[config.mk]
export PLATFORM = sky130hd
export DESIGN_NAME = uart_tx_ctrl
export DESIGN_NICKNAME = d
export VERILOG_FILES = /design/src/rtl/uart_pkg.sv /design/src/rtl/uart_tx_ctrl_parity_calc.sv /design/src/rtl/uart_tx_ctrl.sv
export SDC_FILE = /design/constraint.sdc
export NUM_CORES = 1
export LEC_CHECK = 0
export ABC_AREA = 1
export CAP_MARGIN = 20
export CELL_PAD_IN_SITES_DETAIL_PLACEMENT = 0
export CELL_PAD_IN_SITES_GLOBAL_PLACEMENT = 1
export CORE_ASPECT_RATIO = 1.4
export CORE_UTILIZATION = 31
export DETAILED_ROUTE_END_ITERATION = 6
export GPL_TIMING_DRIVEN = 0
export PLACE_DENSITY_LB_ADDON = 0.1
export SYNTH_ARGS = -nofsm -noshare
export SYNTH_HDL_FRONTEND = slang
export SYNTH_HIERARCHICAL = 1
export SYNTH_SLANG_ARGS = --single-unit
[constraint.sdc]
create_clock -name Clk -period 1.8 [get_ports Clk]
set_input_delay 0.27 -clock Clk [delete_from_list [all_inputs] [get_ports Clk]]
set_output_delay 0.27 -clock Clk [all_outputs]
set_load 0.02 [all_outputs]
[src/rtl/uart_pkg.sv]
// Shared UART definitions: transmit FSM state encoding and parity type codes.
package uart_pkg;

  typedef enum logic [2:0] {
    ST_IDLE   = 3'd0,
    ST_START  = 3'd1,
    ST_DATA   = 3'd2,
    ST_PARITY = 3'd3,
    ST_STOP   = 3'd4
  } tx_state_e;

  localparam logic PAR_EVEN = 1'b0;
  localparam logic PAR_ODD  = 1'b1;

endpackage

[src/rtl/uart_tx_ctrl_parity_calc.sv]
// Parity of a payload word, even or odd as selected; purely combinational.
module parity_calc
  import uart_pkg::*;
#(
  parameter int DATA_WIDTH = 8
) (
  input  logic [DATA_WIDTH-1:0] data_i,
  input  logic                  par_typ_i,
  output logic                  par_o
);

  // Reduction XOR, inverted for odd parity.
  always_comb begin
    par_o = 1'b0;
    case (par_typ_i)
      PAR_EVEN: par_o = ^data_i;
      PAR_ODD:  par_o = ~(^data_i);
      default:  par_o = 1'b0;
    endcase
  end

endmodule

[src/rtl/uart_tx_ctrl.sv]
// UART transmit frame controller: accepts a byte, sequences the serializer
// through start/data/parity/stop and drives the TX line.
module uart_tx_ctrl
  import uart_pkg::*;
#(
  parameter int DATA_WIDTH = 8
) (
  input  logic                  Clk,
  input  logic                  Reset,
  input  logic [DATA_WIDTH-1:0] P_Data,
  input  logic                  Data_Valid,
  input  logic                  PAR_EN,
  input  logic                  PAR_TYP,
  input  logic                  ser_data,
  input  logic                  ser_done,
  output logic                  ser_en,
  output logic                  ser_err,
  output logic                  Data_Ack,
  output logic                  busy,
  output logic                  TX_OUT
);

  localparam int CNT_W = (DATA_WIDTH > 1) ? $clog2(DATA_WIDTH) : 1;
  localparam logic [CNT_W-1:0] CNT_LAST = CNT_W'(DATA_WIDTH - 1);

  tx_state_e        state_q, state_d;
  logic [CNT_W-1:0] cnt_q, cnt_d;
  logic             par_bit_q, par_bit_d;
  logic             par_en_q, par_en_d;
  logic             accept_s;
  logic             par_calc_s;

  parity_calc #(
    .DATA_WIDTH(DATA_WIDTH)
  ) u_parity_calc (
    .data_i    (P_Data),
    .par_typ_i (PAR_TYP),
    .par_o     (par_calc_s)
  );

  // Next-state, counter and output decode; STOP doubles as the accept window.
  always_comb begin
    state_d   = state_q;
    cnt_d     = cnt_q;
    par_bit_d = par_bit_q;
    par_en_d  = par_en_q;
    ser_en    = 1'b0;
    ser_err   = 1'b0;
    Data_Ack  = 1'b0;
    busy      = 1'b0;
    TX_OUT    = 1'b1;
    accept_s  = Data_Valid && ((state_q == ST_IDLE) || (state_q == ST_STOP));

    if (accept_s) begin
      Data_Ack  = 1'b1;
      par_en_d  = PAR_EN;
      par_bit_d = par_calc_s;
    end else begin
      Data_Ack  = 1'b0;
    end

    case (state_q)
      ST_IDLE: begin
        if (accept_s) begin
          state_d = ST_START;
        end else begin
          state_d = ST_IDLE;
        end
      end
      ST_START: begin
        busy    = 1'b1;
        TX_OUT  = 1'b0;
        ser_en  = 1'b1;
        cnt_d   = '0;
        state_d = ST_DATA;
      end
      ST_DATA: begin
        busy   = 1'b1;
        TX_OUT = ser_data;
        cnt_d  = cnt_q + CNT_W'(1);
        // A missing ser_done at the last bit is flagged but the frame still closes.
        if (ser_done || (cnt_q == CNT_LAST)) begin
          ser_err = ~ser_done;
          state_d = par_en_q ? ST_PARITY : ST_STOP;
        end else begin
          state_d = ST_DATA;
        end
      end
      ST_PARITY: begin
        busy    = 1'b1;
        TX_OUT  = par_bit_q;
        state_d = ST_STOP;
      end
      ST_STOP: begin
        TX_OUT = 1'b1;
        if (accept_s) begin
          state_d = ST_START;
        end else begin
          state_d = ST_IDLE;
        end
      end
      default: begin
        state_d = ST_IDLE;
      end
    endcase
  end

  // State and frame-context registers.
  always_ff @(posedge Clk or negedge Reset) begin
    if (!Reset) begin
      state_q   <= ST_IDLE;
      cnt_q     <= '0;
      par_bit_q <= 1'b0;
      par_en_q  <= 1'b0;
    end else begin
      state_q   <= state_d;
      cnt_q     <= cnt_d;
      par_bit_q <= par_bit_d;
      par_en_q  <= par_en_d;
    end
  end

endmodule

Word-level counts from Yosys, hierarchy flattened
Index checks and enable logic that the tools add are counted.

Equal/unequal tests: 5. Mux-type cells: 12. Reduce and logical (&&, ||, !) cells: 8. Add/subtract/negate cells: 1. Bitwise operators: 3.

Operator list (number): 3-bit one-hot mux with 4 select lines (1); 8-bit XOR reduction (1); 3-bit by 2-bit == test with 1-bit output (second input constant) (2); 3-bit == test (second input constant) (2); 1-bit two-way mux (6); 3-bit two-way mux (2); 3-bit one-hot mux with 2 select lines (1); 3-bit by 1-bit adder with 3-bit output (second input constant) (1); 3-bit by 1-bit == test with 1-bit output (second input constant) (1); 3-bit zero test (1); 1-bit NOT (3); 1-bit one-hot mux with 3 select lines (1); 3-bit OR reduction (1); 1-bit logical OR (2); 1-bit one-hot mux with 2 select lines (1); 2-bit nonzero test (1); 2-bit OR reduction (1); 1-bit logical AND (1).

Flip-flop bits (word level): 8.

Longest topological paths before layout
Gate-level depths: netlist (run 1).

Depth in word-level cells: 5. Mapped depth: 12.

Modules after synthesis
The synthesis (run 1) kept the hierarchy.

Modules (own cells, without submodules): uart_tx_ctrl (seq. area each 200.2 um2, area each 419.2 um2, instances 1, cells an instance 49); parity_calc (seq. area each 0.0 um2, area each 163.9 um2, instances 1, cells an instance 38).

Worst setup path before layout (run 1)
OpenSTA, ideal clock, no wires.

Path kind: register to output. Start: register state_q[1]. End: output TX_OUT. Data arrival time: 0.943 ns. Required time: 1.530 ns. Path buffers: 0. Cell stages (with the launch flop): 5. Path slack: 0.587 ns. Path through: dfrtp_1 > inv_1 > nand3_2 > nand2_2 > nand3_1.

Word-level cells in the longest chain between the ends: 2. Elaborated cells between the ends (all ways): 4. Classes of those cells: 3 x eq/ne; 1 x mux.

Ends and longest elaborated chain: from (decl) (line uart_tx_ctrl.sv:26) `tx_state_e state_q, state_d;`; from (signal assigned) (line uart_tx_ctrl.sv:116) `state_q <= state_d;`; 3-bit by 2-bit == test with 1-bit output or 3-bit by 1-bit == test with 1-bit output (tied branches) (line uart_tx_ctrl.sv:62) `case (state_q)`; 1-bit one-hot mux with 3 select lines (*) (line uart_tx_ctrl.sv:62); to (decl) (line uart_tx_ctrl.sv:20) `output logic TX_OUT`.

Every way passes the cells marked *; elsewhere a longest branch is shown, timed or not.

Worst setup path in the final report (run 1)
Ends and elaborated chain as after synthesis.

==> results.yml, run 1 <==
finish:
  final_common_cell: "nand2_1"
  n_antenna_cell: 0
  nets: 128
  fin_util_pct: 46.2
  syn2layout_area_growth_pct: 39.3
  mostFrequentLayoutCells: "nand2_1, clkdlybuf4s50_1, inv_1"
  n_fill_cell: 210
  drive_gt1_share_pct: 19.3
floorplan:
  start_util_pct: 33.2
  die_x_um: 38.7
  fp.dieH_um: 53.3
  placementRows: 18
  core_region_area_um2: 1760
  fp.dieArea_um2: 2060
  num_io_pins: 20
power_and_ir_drop:
  pwr-share-seq_pct: 35.1
  p_switching_uw: 397
  internal_power_uw: 523
  leakagePower_nw: 0.466
  comb_power_share_pct: 50.7
  ir_drop_mv: 0.384
  powerDensity_nw_per_um2: 1130
  netSwitchingFraction_pct: 43.1
  clkPwrFrac_pct: 14.2
  p_total_uw: 919
placed_design:
  dp_slack_ns: 0.0277
  place_congestion: 0.657
  hpwl_um: 939
  portBuffers: 19
detailed_routing:
  vias: 578
  drc: 0
  wl_um: 1070
  drt-vias-per-instance: 4.48
  routedWlPerCell_um: 8.33
  drtIter0Drc: 6
  ant_nets: 0
  firstDrtPassIters: 4
worst_setup_path:
  path_delay_family: "flip-flops"
  critPathKind: "flip-flop to output port"
  critPathRequiredTime_ns: 1.53
  worstPathArrival_ns: 1.37
  critPathBufInv: 2
  slowest_delay_ns: 0.44
  cpMaxStageDelayCell: "dfrtp_2"
  path_cells: "inv_1 -> nand3_2 -> nand2_2 -> nand3_1 -> dlygate4sd2_1"
  path_max_fanout: 6
  start_kind: "flip-flop"
  critPathCaptureType: "output port"
synthesis:
  synth_seq_cells: 8
  yosys.area.top_type_share_pct: 34.3
  synth_cell_types: 17
  ys_seq_area_share_pct: 34.3
  yosys_warnings: 6
  syn_inst: 87
  syn_nets: 104
  avgSynthCellArea_um2: 6.70
  yosys-top-cells-area: "dfrtp_1, nand2_1, nand2_2, inv_1, nand3_1"
  yosysTopAreaCell: "dfrtp_1"
  syn_area_um2: 583
hold_path:
  min-delay-path-class: "input pin to async pin"
cts:
  clk_pin_slew_worst_paths_ns: 0.05
  cts_root_buffer: "clkbuf_4"
  clkSinkCount: 8
  numCtsBuffers: 3
  htreeDepth: 1
  clkLatencyLatePin_ns: 0.25
  cts.path.max_buffers: 2
  cts_tree: "done"
  postCtsSetupBuffers: 0
timing:
  fin_crit_ns: 1.64
  skew_ns: 0.00329
  hold_viol: 0
  rsz0062_at_grt: "no"
  max_freq_mhz: 610
  setup_tns_ns: 0
  worst_slew_pin_slew_ns: 0.353
  fin_crit_sh_pct: 91.1
  slew_headroom_pct: 76.4
  slew_violations: 0
  fin_ws_ns: 0.159
  setup_viol: 0
global_routing:
  grt_usage_pct: 13.3
  grt_max_degree: 9
  grt_pass1_wl_um: 1840
  first_global_vias: 495
  antenna_found_initial: 0
  overflow: 0
flow_run:
  cap_violations: 0
run_status:
  outcome: "finished, final reports clean"
-- kinds of logic (layout without fill, tap and decap cells) --
logic type | after synthesis | after routing | synth area share, %
AOI/OAI and AO/OA | 4 | 4 | 3.86
buffers and inverters | 17 | 39 | 11.4
xor gates and xnor gates | 1 | 1 | 1.50
DFF | 8 | 8 | 34.3
adders and majority gates | 2 | 2 | 4.29
and+or+nand+nor | 55 | 55 | 44.6
-- area by class of cell --
cell class / count / area [um2] / area share [%]
Multi-Input combinational cell: 62 / 317 / 39.0
Sequential cell: 8 / 201 / 24.8
Timing Repair Buffer: 19 / 180 / 22.2
Inverter: 17 / 66.3 / 8.17
Tap cell: 20 / 25.0 / 3.08
Clock buffer: 3 / 22.5 / 2.77
-- state kept, by name (all words and copies together), names as in the netlist --
register   cells
cnt_q          3
state_q        3
par_en_q       1
par_bit_q      1
-- synthesized netlist by cell type --
cell      count
xor2_1        1
o21bai_1      1
nor2_1        1
inv_4         1
ha_1          2
nand3_2       1
nand3_1       7
nor2_2        1
nand2_2       8
a21oi_1       1
nand2_1      35
dfrtp_1       8
nand4_1       1
inv_2         4
inv_1        12
o21ai_0       2
nand3_4       1
-- per-layer routing --
metal	part of all wire [%]	up-vias	wire length [um]	track usage [%]
met5	0	-	0	0
met4	0	0	0	10.3
met3	2.5	0	27	2.52
met2	62	11	667	24.7
met1	35	257	380	11.6
li1	-	310	-	-
-- per-stage QoR --
stage / cells / area (um2) / hold slack, ns
final: 129 / 812 / 0.296
after floorplan: 87 / 583 / -0.0256
after CTS: 129 / 816 / 0.304
after global placement: 126 / 798 / 0.468
after detailed placement: 126 / 798 / 0.470
after global routing: 129 / 812 / 0.312
-- power groups by stage --
stage	clock (mW)	sequential, mW	combinational (mW)
finish	0.130	0.323	0.467
global route	0.152	0.334	0.528
CTS	0.139	0.323	0.477
detailed placement	0	0.325	0.508
global placement	0	0.321	0.501
floorplan	0	0.310	0.334
-- path summary, 6_finish.rpt --
path	cells past startpoint	end	slack, ns	from
max	5	TX_OUT	0.16	state_q[1]
min	1	par_en_q	0.30	Reset
max reg2reg	4	state_q[2]	0.56	cnt_q[0]
min reg2reg	2	par_bit_q	0.48	par_bit_q
max in group asynchronous	1	state_q[1]	1.23	Reset
min in group Clk	2	par_bit_q	0.48	par_bit_q
-- repair_timing --
action / CTS / global route
hold buffers: 0 / 0
hold endpoints to repair: 0 / 0
resized for setup: 6 / 2
endpoints found under the setup margin: 5 / 1
pin swaps: 0 / 0
Note: power is estimated with default switching activity, not from simulation.
==> run 2: changes to the inputs <==
--- a/config.mk
+++ b/config.mk
@@ -6,13 +6,13 @@
 export NUM_CORES = 1
 export LEC_CHECK = 0
 export ABC_AREA = 1
-export CAP_MARGIN = 20
+export CAP_MARGIN = 5
 export CELL_PAD_IN_SITES_DETAIL_PLACEMENT = 0
 export CELL_PAD_IN_SITES_GLOBAL_PLACEMENT = 1
 export CORE_ASPECT_RATIO = 1.4
 export CORE_UTILIZATION = 31
 export DETAILED_ROUTE_END_ITERATION = 6
-export GPL_TIMING_DRIVEN = 0
+export GPL_TIMING_DRIVEN = 1
 export PLACE_DENSITY_LB_ADDON = 0.1
 export SYNTH_ARGS = -nofsm -noshare
 export SYNTH_HDL_FRONTEND = slang
==> run 2 against run 1 <==
- register-to-register slack about the same
- final cell count grew 0.78%
- routed wire length shrank 0.19%
- first-iteration DRC count grew 50%
==> results.yml, run 2 (synthesis gave the netlist of run 1 again) <==
cts:
  htreeDepth: 1
  cts.path.max_buffers: 2
  cts_root_buffer: "clkbuf_4"
  numCtsBuffers: 3
  postCtsSetupBuffers: 0
  clk_pin_slew_worst_paths_ns: 0.05
  cts_tree: "done"
  cts.hold.buffers_added: 0
  clkSinkCount: 8
  clkLatencyLatePin_ns: 0.25
timing:
  skew_ns: 0.00171
  slew_headroom_pct: 74.9
  fin_crit_sh_pct: 90.4
  fin_crit_ns: 1.63
  rsz0062_at_grt: "no"
  setup_tns_ns: 0
  worst_slew_pin_slew_ns: 0.375
  setup_viol: 0
  fin_ws_ns: 0.173
  hold_viol: 0
  max_freq_mhz: 614
  slew_violations: 0
floorplan:
  die_x_um: 38.7
  fp.dieArea_um2: 2060
  core_region_area_um2: 1760
  start_util_pct: 33.2
  num_io_pins: 20
  placementRows: 18
  fp.dieH_um: 53.3
global_routing:
  antenna_found_initial: 0
  first_global_vias: 509
  grt_usage_pct: 13.0
  grt_pass1_wl_um: 1870
  grt_max_degree: 9
  overflow: 0
power_and_ir_drop:
  comb_power_share_pct: 51.2
  ir_drop_mv: 0.395
  clkPwrFrac_pct: 14.2
  internal_power_uw: 534
  netSwitchingFraction_pct: 42.7
  powerDensity_nw_per_um2: 1140
  pwr-share-seq_pct: 34.5
  p_switching_uw: 397
  leakagePower_nw: 0.471
worst_setup_path:
  slowest_delay_ns: 0.44
  critPathRequiredTime_ns: 1.53
  path_delay_family: "flip-flops"
  worstPathArrival_ns: 1.36
  path_cells: "inv_1 -> nand3_2 -> nand2_2 -> nand3_1 -> dlygate4sd2_1"
  critPathCaptureType: "output port"
  cpMaxStageDelayCell: "dfrtp_2"
  rrSetupSlack_ns: 0.56
  path_max_fanout: 6
  critPathKind: "flip-flop to output port"
  critPathBufInv: 2
  start_kind: "flip-flop"
finish:
  n_antenna_cell: 0
  reg_top3: "cnt_q x3, state_q x3"
  final_common_cell: "nand2_1"
  syn2layout_area_growth_pct: 40.6
  drive_gt1_share_pct: 20.0
  mostFrequentLayoutCells: "nand2_1, clkdlybuf4s50_1, inv_1"
  nets: 129
  n_fill_cell: 197
hold_path:
  min-delay-path-class: "input pin to async pin"
detailed_routing:
  drc: 0
  vias: 583
  ant_nets: 0
  drt-vias-per-instance: 4.48
  routedWlPerCell_um: 8.25
  wl_um: 1070
  firstDrtPassIters: 3
  drtIter0Drc: 9
run_status:
  outcome: "finished, final reports clean"
placed_design:
  portBuffers: 19
  place_congestion: 0.589
  hpwl_um: 934
  dp_slack_ns: 0.0418
flow_run:
  cap_violations: 0
-- run 2: through the flow --
stage                     util, %  std cells  hold WS [ns]  power, mW  area [um2]
after floorplan                 -         87       -0.0256      0.644         583
after global placement       45.9        127         0.486      0.840         806
after detailed placement     45.9        127         0.472      0.843         806
after CTS                    46.9        130         0.322      0.952         823
after global routing         46.7        130         0.331       1.03         820
final                        46.7        130         0.306      0.931         820
-- run 2: path summary, 6_finish.rpt --
| path | startpoint | end | depth (start not counted) |
|---|---|---|---|
| max | state_q[1] | TX_OUT | 5 |
| min | Reset | par_bit_q | 1 |
| max reg2reg | cnt_q[0] | state_q[2] | 4 |
| min reg2reg | par_bit_q | par_bit_q | 2 |
| max in group asynchronous | Reset | state_q[1] | 1 |
| min in group Clk | par_bit_q | par_bit_q | 2 |
-- run 2: power groups by stage --
stage | registers (mW) | logic [mW] | clock network [mW]
5_1_grt | 0.334 | 0.544 | 0.151
3_5_place_dp | 0.324 | 0.519 | 0
4_1_cts | 0.324 | 0.487 | 0.141
2_1_floorplan | 0.310 | 0.334 | 0
6_report | 0.322 | 0.477 | 0.132
3_3_place_gp | 0.325 | 0.515 | 0
-- run 2: layout make-up --
type,count,area (um2),area share [%]
multi-input combinational,62,317,38.6
sequential,8,201,24.6
timing repair buffer,20,188,22.9
inverter,17,66.3,8.09
tap,20,25.0,3.05
clock buffer,3,22.5,2.75
-- run 2: timing repair --
action                                  CTS  global route
endpoints found under the setup margin    5             1
gates resized for setup                   6             2
hold endpoints to repair                  0             0
-- run 2: worst reg2reg max path: stages, from the launching register on --
cell	delay [ns]
dfrtp_1	0.39
ha_1	0.21
ha_1	0.22
o21bai_1	0.22
a21oi_1	0.10
-- run 2: per-layer routing --
layer / wire length [um] / vias to the layer above / track usage (%)
met4: 25 / 0 / 8.62
met1: 403 / 257 / 11.6
li1: - / 313 / -
met3: 19 / 2 / 1.26
met5: 0 / - / 0
met2: 625 / 11 / 25.3
